<file path="config.mk">
export PLATFORM = sky130hd
export DESIGN_NAME = axi_master_arbiter
export DESIGN_NICKNAME = d
export VERILOG_FILES = /design/src/rtl/axi_master_arbiter.sv
export SDC_FILE = /design/constraint.sdc
export NUM_CORES = 1
export LEC_CHECK = 0
export BUFFER_PORTS_ARGS = -buffer_cell sky130_fd_sc_hd__buf_2
export CORE_MARGIN = 3
export CORE_UTILIZATION = 45
export DETAILED_ROUTE_END_ITERATION = 6
export PLACE_DENSITY = 0.72
export SYNTH_ARGS = -nofsm -noshare
export SYNTH_HDL_FRONTEND = slang
export SYNTH_SLANG_ARGS = --single-unit
export TNS_END_PERCENT = 1
</file>
<file path="constraint.sdc">
create_clock -name clk -period 1.7 [get_ports clk]
set_input_delay 0.34 -clock clk [delete_from_list [all_inputs] [get_ports clk]]
set_output_delay 0.34 -clock clk [all_outputs]
set_load 0.05 [all_outputs]
</file>
<file path="src/rtl/axi_master_arbiter.sv">
// Round-robin arbiter sharing one interconnect slave port among four AXI masters,
// with independent write (AW/W/B) and read (AR/R) grant FSMs. Optional macro: ARB_CTRL_PRIO_EN.
module axi_master_arbiter #(
    parameter int unsigned NUM_MASTERS = 4,
    parameter int unsigned SEL_W       = 2
) (
    input  logic                   clk,
    input  logic                   reset,
    input  logic [NUM_MASTERS-1:0] wr_req_i,
    output logic [NUM_MASTERS-1:0] wr_gnt_o,
    output logic [SEL_W-1:0]       wr_sel_o,
    output logic                   wr_busy_o,
    input  logic                   s_awvalid_i,
    input  logic                   s_awready_i,
    input  logic                   s_wvalid_i,
    input  logic                   s_wready_i,
    input  logic                   s_wlast_i,
    input  logic                   s_bvalid_i,
    input  logic                   s_bready_i,
    input  logic [NUM_MASTERS-1:0] rd_req_i,
    output logic [NUM_MASTERS-1:0] rd_gnt_o,
    output logic [SEL_W-1:0]       rd_sel_o,
    output logic                   rd_busy_o,
    input  logic                   s_arvalid_i,
    input  logic                   s_arready_i,
    input  logic                   s_rvalid_i,
    input  logic                   s_rready_i,
    input  logic                   s_rlast_i
);

    typedef enum logic [1:0] {W_IDLE, W_ADDR, W_DATA, W_RESP} wr_state_t;
    typedef enum logic [1:0] {R_IDLE, R_ADDR, R_DATA} rd_state_t;

    wr_state_t wr_state, wr_state_nxt;
    rd_state_t rd_state, rd_state_nxt;

    logic [SEL_W-1:0]       wr_ptr, wr_ptr_nxt, rd_ptr, rd_ptr_nxt;
    logic [SEL_W-1:0]       wr_win, rd_win, wr_sel_nxt, rd_sel_nxt;
    logic [NUM_MASTERS-1:0] wr_gnt_nxt, rd_gnt_nxt;
    logic                   wr_ptr_upd, rd_ptr_upd;
    logic                   wlast_seen, wlast_seen_nxt;

    logic aw_hs, wl_hs, b_hs, ar_hs, rl_hs;

    assign aw_hs = s_awvalid_i & s_awready_i;
    assign wl_hs = s_wvalid_i & s_wready_i & s_wlast_i;
    assign b_hs  = s_bvalid_i & s_bready_i;
    assign ar_hs = s_arvalid_i & s_arready_i;
    assign rl_hs = s_rvalid_i & s_rready_i & s_rlast_i;

    // First requester at or after ptr, searching upward with wrap.
    function automatic logic [SEL_W-1:0] rr_pick(input logic [NUM_MASTERS-1:0] req,
                                                 input logic [SEL_W-1:0] ptr);
        logic found;
        found   = 1'b0;
        rr_pick = ptr;
        for (int unsigned i = 0; i < NUM_MASTERS; i++) begin
            int unsigned idx;
            idx = (32'(ptr) + i) % NUM_MASTERS;
            if (!found && req[SEL_W'(idx)]) begin
                rr_pick = SEL_W'(idx);
                found   = 1'b1;
            end
        end
    endfunction

    function automatic logic [SEL_W-1:0] next_idx(input logic [SEL_W-1:0] idx);
        next_idx = SEL_W'((32'(idx) + 32'd1) % NUM_MASTERS);
    endfunction

    // Winner selection; the controller may override round-robin.
    always_comb begin
        wr_win     = rr_pick(wr_req_i, wr_ptr);
        rd_win     = rr_pick(rd_req_i, rd_ptr);
        wr_ptr_upd = 1'b1;
        rd_ptr_upd = 1'b1;
`ifdef ARB_CTRL_PRIO_EN
        if (wr_req_i[0]) begin
            wr_win     = '0;
            wr_ptr_upd = 1'b0;
        end
        if (rd_req_i[0]) begin
            rd_win     = '0;
            rd_ptr_upd = 1'b0;
        end
`endif
    end

    always_comb begin
        wr_state_nxt   = wr_state;
        wr_gnt_nxt     = wr_gnt_o;
        wr_sel_nxt     = wr_sel_o;
        wr_ptr_nxt     = wr_ptr;
        wlast_seen_nxt = wlast_seen;
        case (wr_state)
            W_IDLE: begin
                if (|wr_req_i) begin
                    wr_state_nxt       = W_ADDR;
                    wr_gnt_nxt         = '0;
                    wr_gnt_nxt[wr_win] = 1'b1;
                    wr_sel_nxt         = wr_win;
                    if (wr_ptr_upd) wr_ptr_nxt = next_idx(wr_win);
                end
            end
            W_ADDR: begin
                if (wl_hs) wlast_seen_nxt = 1'b1;
                if (aw_hs) wr_state_nxt = (wlast_seen || wl_hs) ? W_RESP : W_DATA;
            end
            W_DATA: begin
                if (wl_hs) wr_state_nxt = W_RESP;
            end
            W_RESP: begin
                if (b_hs) begin
                    wr_state_nxt   = W_IDLE;
                    wr_gnt_nxt     = '0;
                    wlast_seen_nxt = 1'b0;
                end
            end
            default: begin
                wr_state_nxt   = W_IDLE;
                wr_gnt_nxt     = '0;
                wlast_seen_nxt = 1'b0;
            end
        endcase
    end

    always_comb begin
        rd_state_nxt = rd_state;
        rd_gnt_nxt   = rd_gnt_o;
        rd_sel_nxt   = rd_sel_o;
        rd_ptr_nxt   = rd_ptr;
        case (rd_state)
            R_IDLE: begin
                if (|rd_req_i) begin
                    rd_state_nxt       = R_ADDR;
                    rd_gnt_nxt         = '0;
                    rd_gnt_nxt[rd_win] = 1'b1;
                    rd_sel_nxt         = rd_win;
                    if (rd_ptr_upd) rd_ptr_nxt = next_idx(rd_win);
                end
            end
            R_ADDR: begin
                if (ar_hs) rd_state_nxt = R_DATA;
            end
            R_DATA: begin
                if (rl_hs) begin
                    rd_state_nxt = R_IDLE;
                    rd_gnt_nxt   = '0;
                end
            end
            default: begin
                rd_state_nxt = R_IDLE;
                rd_gnt_nxt   = '0;
            end
        endcase
    end

    always_ff @(posedge clk) begin
        if (reset) begin
            wr_state   <= W_IDLE;
            wr_gnt_o   <= '0;
            wr_sel_o   <= '0;
            wr_busy_o  <= 1'b0;
            wr_ptr     <= '0;
            wlast_seen <= 1'b0;
            rd_state   <= R_IDLE;
            rd_gnt_o   <= '0;
            rd_sel_o   <= '0;
            rd_busy_o  <= 1'b0;
            rd_ptr     <= '0;
        end else begin
            wr_state   <= wr_state_nxt;
            wr_gnt_o   <= wr_gnt_nxt;
            wr_sel_o   <= wr_sel_nxt;
            wr_busy_o  <= (wr_state_nxt != W_IDLE);
            wr_ptr     <= wr_ptr_nxt;
            wlast_seen <= wlast_seen_nxt;
            rd_state   <= rd_state_nxt;
            rd_gnt_o   <= rd_gnt_nxt;
            rd_sel_o   <= rd_sel_nxt;
            rd_busy_o  <= (rd_state_nxt != R_IDLE);
            rd_ptr     <= rd_ptr_nxt;
        end
    end

endmodule

</file>
==> results_tabular.tex <==
\begin{tabular}{lr}
\hline
Metric & Value \\
\hline
\multicolumn{2}{l}{\textbf{Route}} \\
Via count & between 1,000 and 1,500 \\
Vias per inst & roughly 5.5 \\
Number of iterations in the first detailed-routing pass & 4 \\
Violation count after the first detailed-routing iteration & 64 \\
Detailed Route WL & a little under 3 mm \\
Residual DRC count & 0 \\
Average detailed-routed wire length per instance & between 10 and 15 microns \\
Residual antenna-violating net count after detailed routing & 0 \\
\multicolumn{2}{l}{\textbf{Critical path}} \\
Source of the worst register-to-register timing path & rd\_ptr[1]\$\_SDFFE\_PP0P\_ \\
Data required, critical path & approximately 1.9 ns \\
Source of the critical timing path & rd\_ptr[1]\$\_SDFFE\_PP0P\_ \\
Type of the worst setup path & flip-flop to flip-flop \\
CP Launch Type & flip-flop \\
Setup slack on the worst flop-to-flop path & 0.06 ns \\
Sort of element at the end of the critical path & flip-flop \\
Crit Path Max Fanout & 5 \\
Critical Path AT & around 1.9 ns \\
\multicolumn{2}{l}{\textbf{Logic synthesis}} \\
Synth async-reset ratio & 0 \\
Dominant combinational cell family by area after synthesis & simple AND/OR/NAND/NOR gates \\
Mux share of post-synthesis cell area & 0.0340 \\
Netlist area before placement & 1180 sq um \\
Top cell type by total area after synthesis & sky130\_fd\_sc\_hd\_\_dfxtp\_1 \\
Synth Register Bits & 23 \\
Primary FF master, synth & sky130\_fd\_sc\_hd\_\_dfxtp\_1 \\
Leading post-synthesis cells by instance count & sky130\_fd\_sc\_hd\_\_dfxtp\_1, sky130\_fd\_sc\_hd\_\_nor2\_1, sky130\_fd\_sc\_hd\_\_a21oi\_1 \\
Basic-gate share of the synthesized area counting and, or, nand and nor cells & 0.248 \\
Most frequent cell after synthesis & sky130\_fd\_sc\_hd\_\_dfxtp\_1 \\
Synthesized instance count & around 130 \\
Syn avg cell area & $\sim$8.8 sq um \\
Distinct cells, synth & 41 \\
Adder and majority cell fraction of the synthesized area & 0.0425 \\
Count of flip-flops with a built-in enable after synthesis & 0 \\
Part of the Yosys area used for sequential elements & 0.391 \\
Synthesized netlist net count & 160 \\
Number of warnings reported in the yosys synthesis log & 0 \\
Top-area cell type share of the netlist area & 0.391 \\
Fraction of the mapped netlist area in compound gates & 0.239 \\
Largest cells by area after synthesis & sky130\_fd\_sc\_hd\_\_dfxtp\_1, sky130\_fd\_sc\_hd\_\_nor2\_1, sky130\_fd\_sc\_hd\_\_a21oi\_1 \\
Parity-gate share of the synthesized area counting xor and xnor cells & 0.00744 \\
\multicolumn{2}{l}{\textbf{Clock tree}} \\
CTS tree & done \\
H-tree levels & 1 \\
Deepest clock path buffer count & 2 \\
CTS clk-pin slew, worst paths & 0.13 ns \\
Sinks on the clock net & 23 \\
Number of CTS-inserted buffers & 3 \\
Clock latency at the later pin of the worst-skew pair & between 0.3 and 0.4 ns \\
CTS root buffer & sky130\_fd\_sc\_hd\_\_clkbuf\_4 \\
\multicolumn{2}{l}{\textbf{Floorplanning}} \\
\# IOs & 36 \\
Number of cell rows & 17 \\
Die width & 57.2 microns \\
Starting density of the core & 0.503 \\
Die Footprint & around 3300 sq um \\
Total core area & about 2300 sq um \\
Die Height & about 57 microns \\
\multicolumn{2}{l}{\textbf{Run}} \\
Number of max-cap violations & 0 \\
\multicolumn{2}{l}{\textbf{Worst hold path}} \\
Path type of the worst min-delay path & input port to flip-flop \\
Worst hold path startpoint & s\_awready\_i \\
\multicolumn{2}{l}{\textbf{Placed design}} \\
HPWL Detailed & just over 2 mm \\
Port bufs & 35 \\
Routability cong. & between 0.8 and 0.9 \\
\multicolumn{2}{l}{\textbf{STA}} \\
Maximum clock frequency & approximately 0.6 GHz \\
Fin. Hold Viols & 0 \\
Period utilization & 0.965 \\
Number of max-slew violations in the final report & 0 \\
Least-Margin Pin Slew & approximately 0.38 ns \\
Final setup violation count & 0 \\
Final min period & between 1.5 and 2 ns \\
Slew Limit Headroom & 0.744 \\
Skew final & 0.00511 ns \\
\multicolumn{2}{l}{\textbf{Cells and area}} \\
Post-layout utilization of the core & 0.679 \\
NumNets Final & 214 \\
Layout cells sized above 1 & 0.396 \\
Final antenna diode count & 0 \\
Area added between synthesis and finish & 35.0\% \\
\multicolumn{2}{l}{\textbf{Global routing}} \\
Global-route usage over all layers & 0.167 \\
Final global-route overflow total & 0 \\
Wire length of the first global-routing pass & 4.42 mm \\
Initial antenna violation count & 0 \\
Pin count of the biggest net entering global routing & 14 \\
Number of global-route vias before repair & approximately 1,100 \\
\multicolumn{2}{l}{\textbf{Pwr}} \\
Worst IR Drop VDD & approximately 630 uV \\
Overall Power & 0.00167 W \\
Power per cell area & 1050 nW/um\^{}2 \\
Leak Pwr & $\sim$0.73 nW \\
\multicolumn{2}{l}{\textbf{Outcome}} \\
Status & finished, final reports clean \\
\hline
\end{tabular}
-- layer usage --
metal | vias up | GRT usage | routed length, microns
met4 | 0 | 0.0596 | 40
li1 | 594 | - | -
met1 | 538 | 0.213 | 1220
met2 | 48 | 0.289 | 1490
met3 | 4 | 0.0204 | 174
met5 | - | 0 | 0
-- what timing repair did --
item | in CTS | in global routing
endpoints found under the hold margin | 0 | 0
hold buffers | 0 | 0
gates resized for setup | 0 | 12
setup endpoints to repair | 0 | 5
setup buffers | 0 | 4
-- power breakdown --
part	internal, W	leakage [nW]	switching, W
registers	0.000619	0.190	0.0000740
clock network	0.0000880	0.0177	0.000168
logic	0.000300	0.523	0.000421
-- cells by family (layout without fill, tap and decap cells) --
kind of cell / Yosys count / count (layout)
xor gates and xnor gates: 1 / 1
buffers and inverters: 12 / 65
adders and majority gates: 4 / 4
muxes: 4 / 4
and+or+nand+nor: 52 / 52
AOI/OAI and AO/OA: 38 / 38
DFF: 23 / 23
-- layout make-up --
class / instances / area, sq um
Fill cell: 203 / 751
Timing Repair Buffer: 53 / 314
Multi-Input combinational cell: 99 / 717
Clock buffer: 3 / 22.5
Clock inverter: 1 / 5.00
Tap cell: 28 / 35.0
Inverter: 8 / 30.0
Sequential cell: 23 / 465
-- worst max-delay path: stages (launching register included) --
cell	delay, ns
sky130_fd_sc_hd__dfxtp_4	0.38
sky130_fd_sc_hd__nor3b_2	0.15
sky130_fd_sc_hd__o22ai_1	0.12
sky130_fd_sc_hd__o2bb2a_2	0.25
sky130_fd_sc_hd__buf_6	0.12
sky130_fd_sc_hd__ha_1	0.18
sky130_fd_sc_hd__nor4b_1	0.14
sky130_fd_sc_hd__a21oi_1	0.14
sky130_fd_sc_hd__nor2_1	0.06
-- stage by stage --
step / cells / hold slack, ns / TNS, ns / setup slack, ns / instance area [sq um]
5_1_grt: 215 / 0.306 / -0.131 / -0.0653 / 1590
6_report: 215 / 0.306 / 0 / 0.0596 / 1590
3_3_place_gp: 207 / 0.440 / -0.118 / -0.0628 / 1480
3_5_place_dp: 207 / 0.450 / -0.259 / -0.107 / 1480
4_1_cts: 211 / 0.298 / 0 / 0.0128 / 1510
2_1_floorplan: 134 / 0.420 / 0 / 0.0891 / 1180
-- worst paths after layout --
path / endpoint / depth (start not counted)
setup / recovery: rd_gnt_o[3]$_SDFFE_PP0P_ / 8
hold / removal: wr_state[1]$_SDFF_PP0_ / 3
setup reg to reg: rd_gnt_o[3]$_SDFFE_PP0P_ / 8
hold reg to reg: wr_gnt_o[0]$_SDFFE_PP0P_ / 2
-- state kept, by name, summed over array words and instances (netlist names) --
| name | flops |
|---|---|
| rd_sel_o | 2 |
| rd_state | 2 |
| wr_busy_o | 1 |
| wr_state | 2 |
| wr_ptr | 2 |
| rd_ptr | 2 |
| rd_gnt_o | 4 |
| wlast_seen | 1 |
| wr_gnt_o | 4 |
| wr_sel_o | 2 |
| rd_busy_o | 1 |
-- cells in the final DEF (no fill, tap or decap), drive strengths merged, types with 2 or more instances in the layout --
cell type,netlist,layout
nor2,19,19
nor4,2,2
a211oi,4,4
nand2,6,6
a22oi,2,2
mux2i,4,4
inv,8,8
a31oi,2,2
o21ai,4,4
a21oi,14,14
nand2b,5,5
o22ai,2,2
nor4b,4,4
buf,1,53
nand3,3,3
clkbuf,3,3
nor2b,2,2
dfxtp,23,23
ha,4,4
nor3,4,4
a31o,2,2
(Power assumes the default switching activity.)
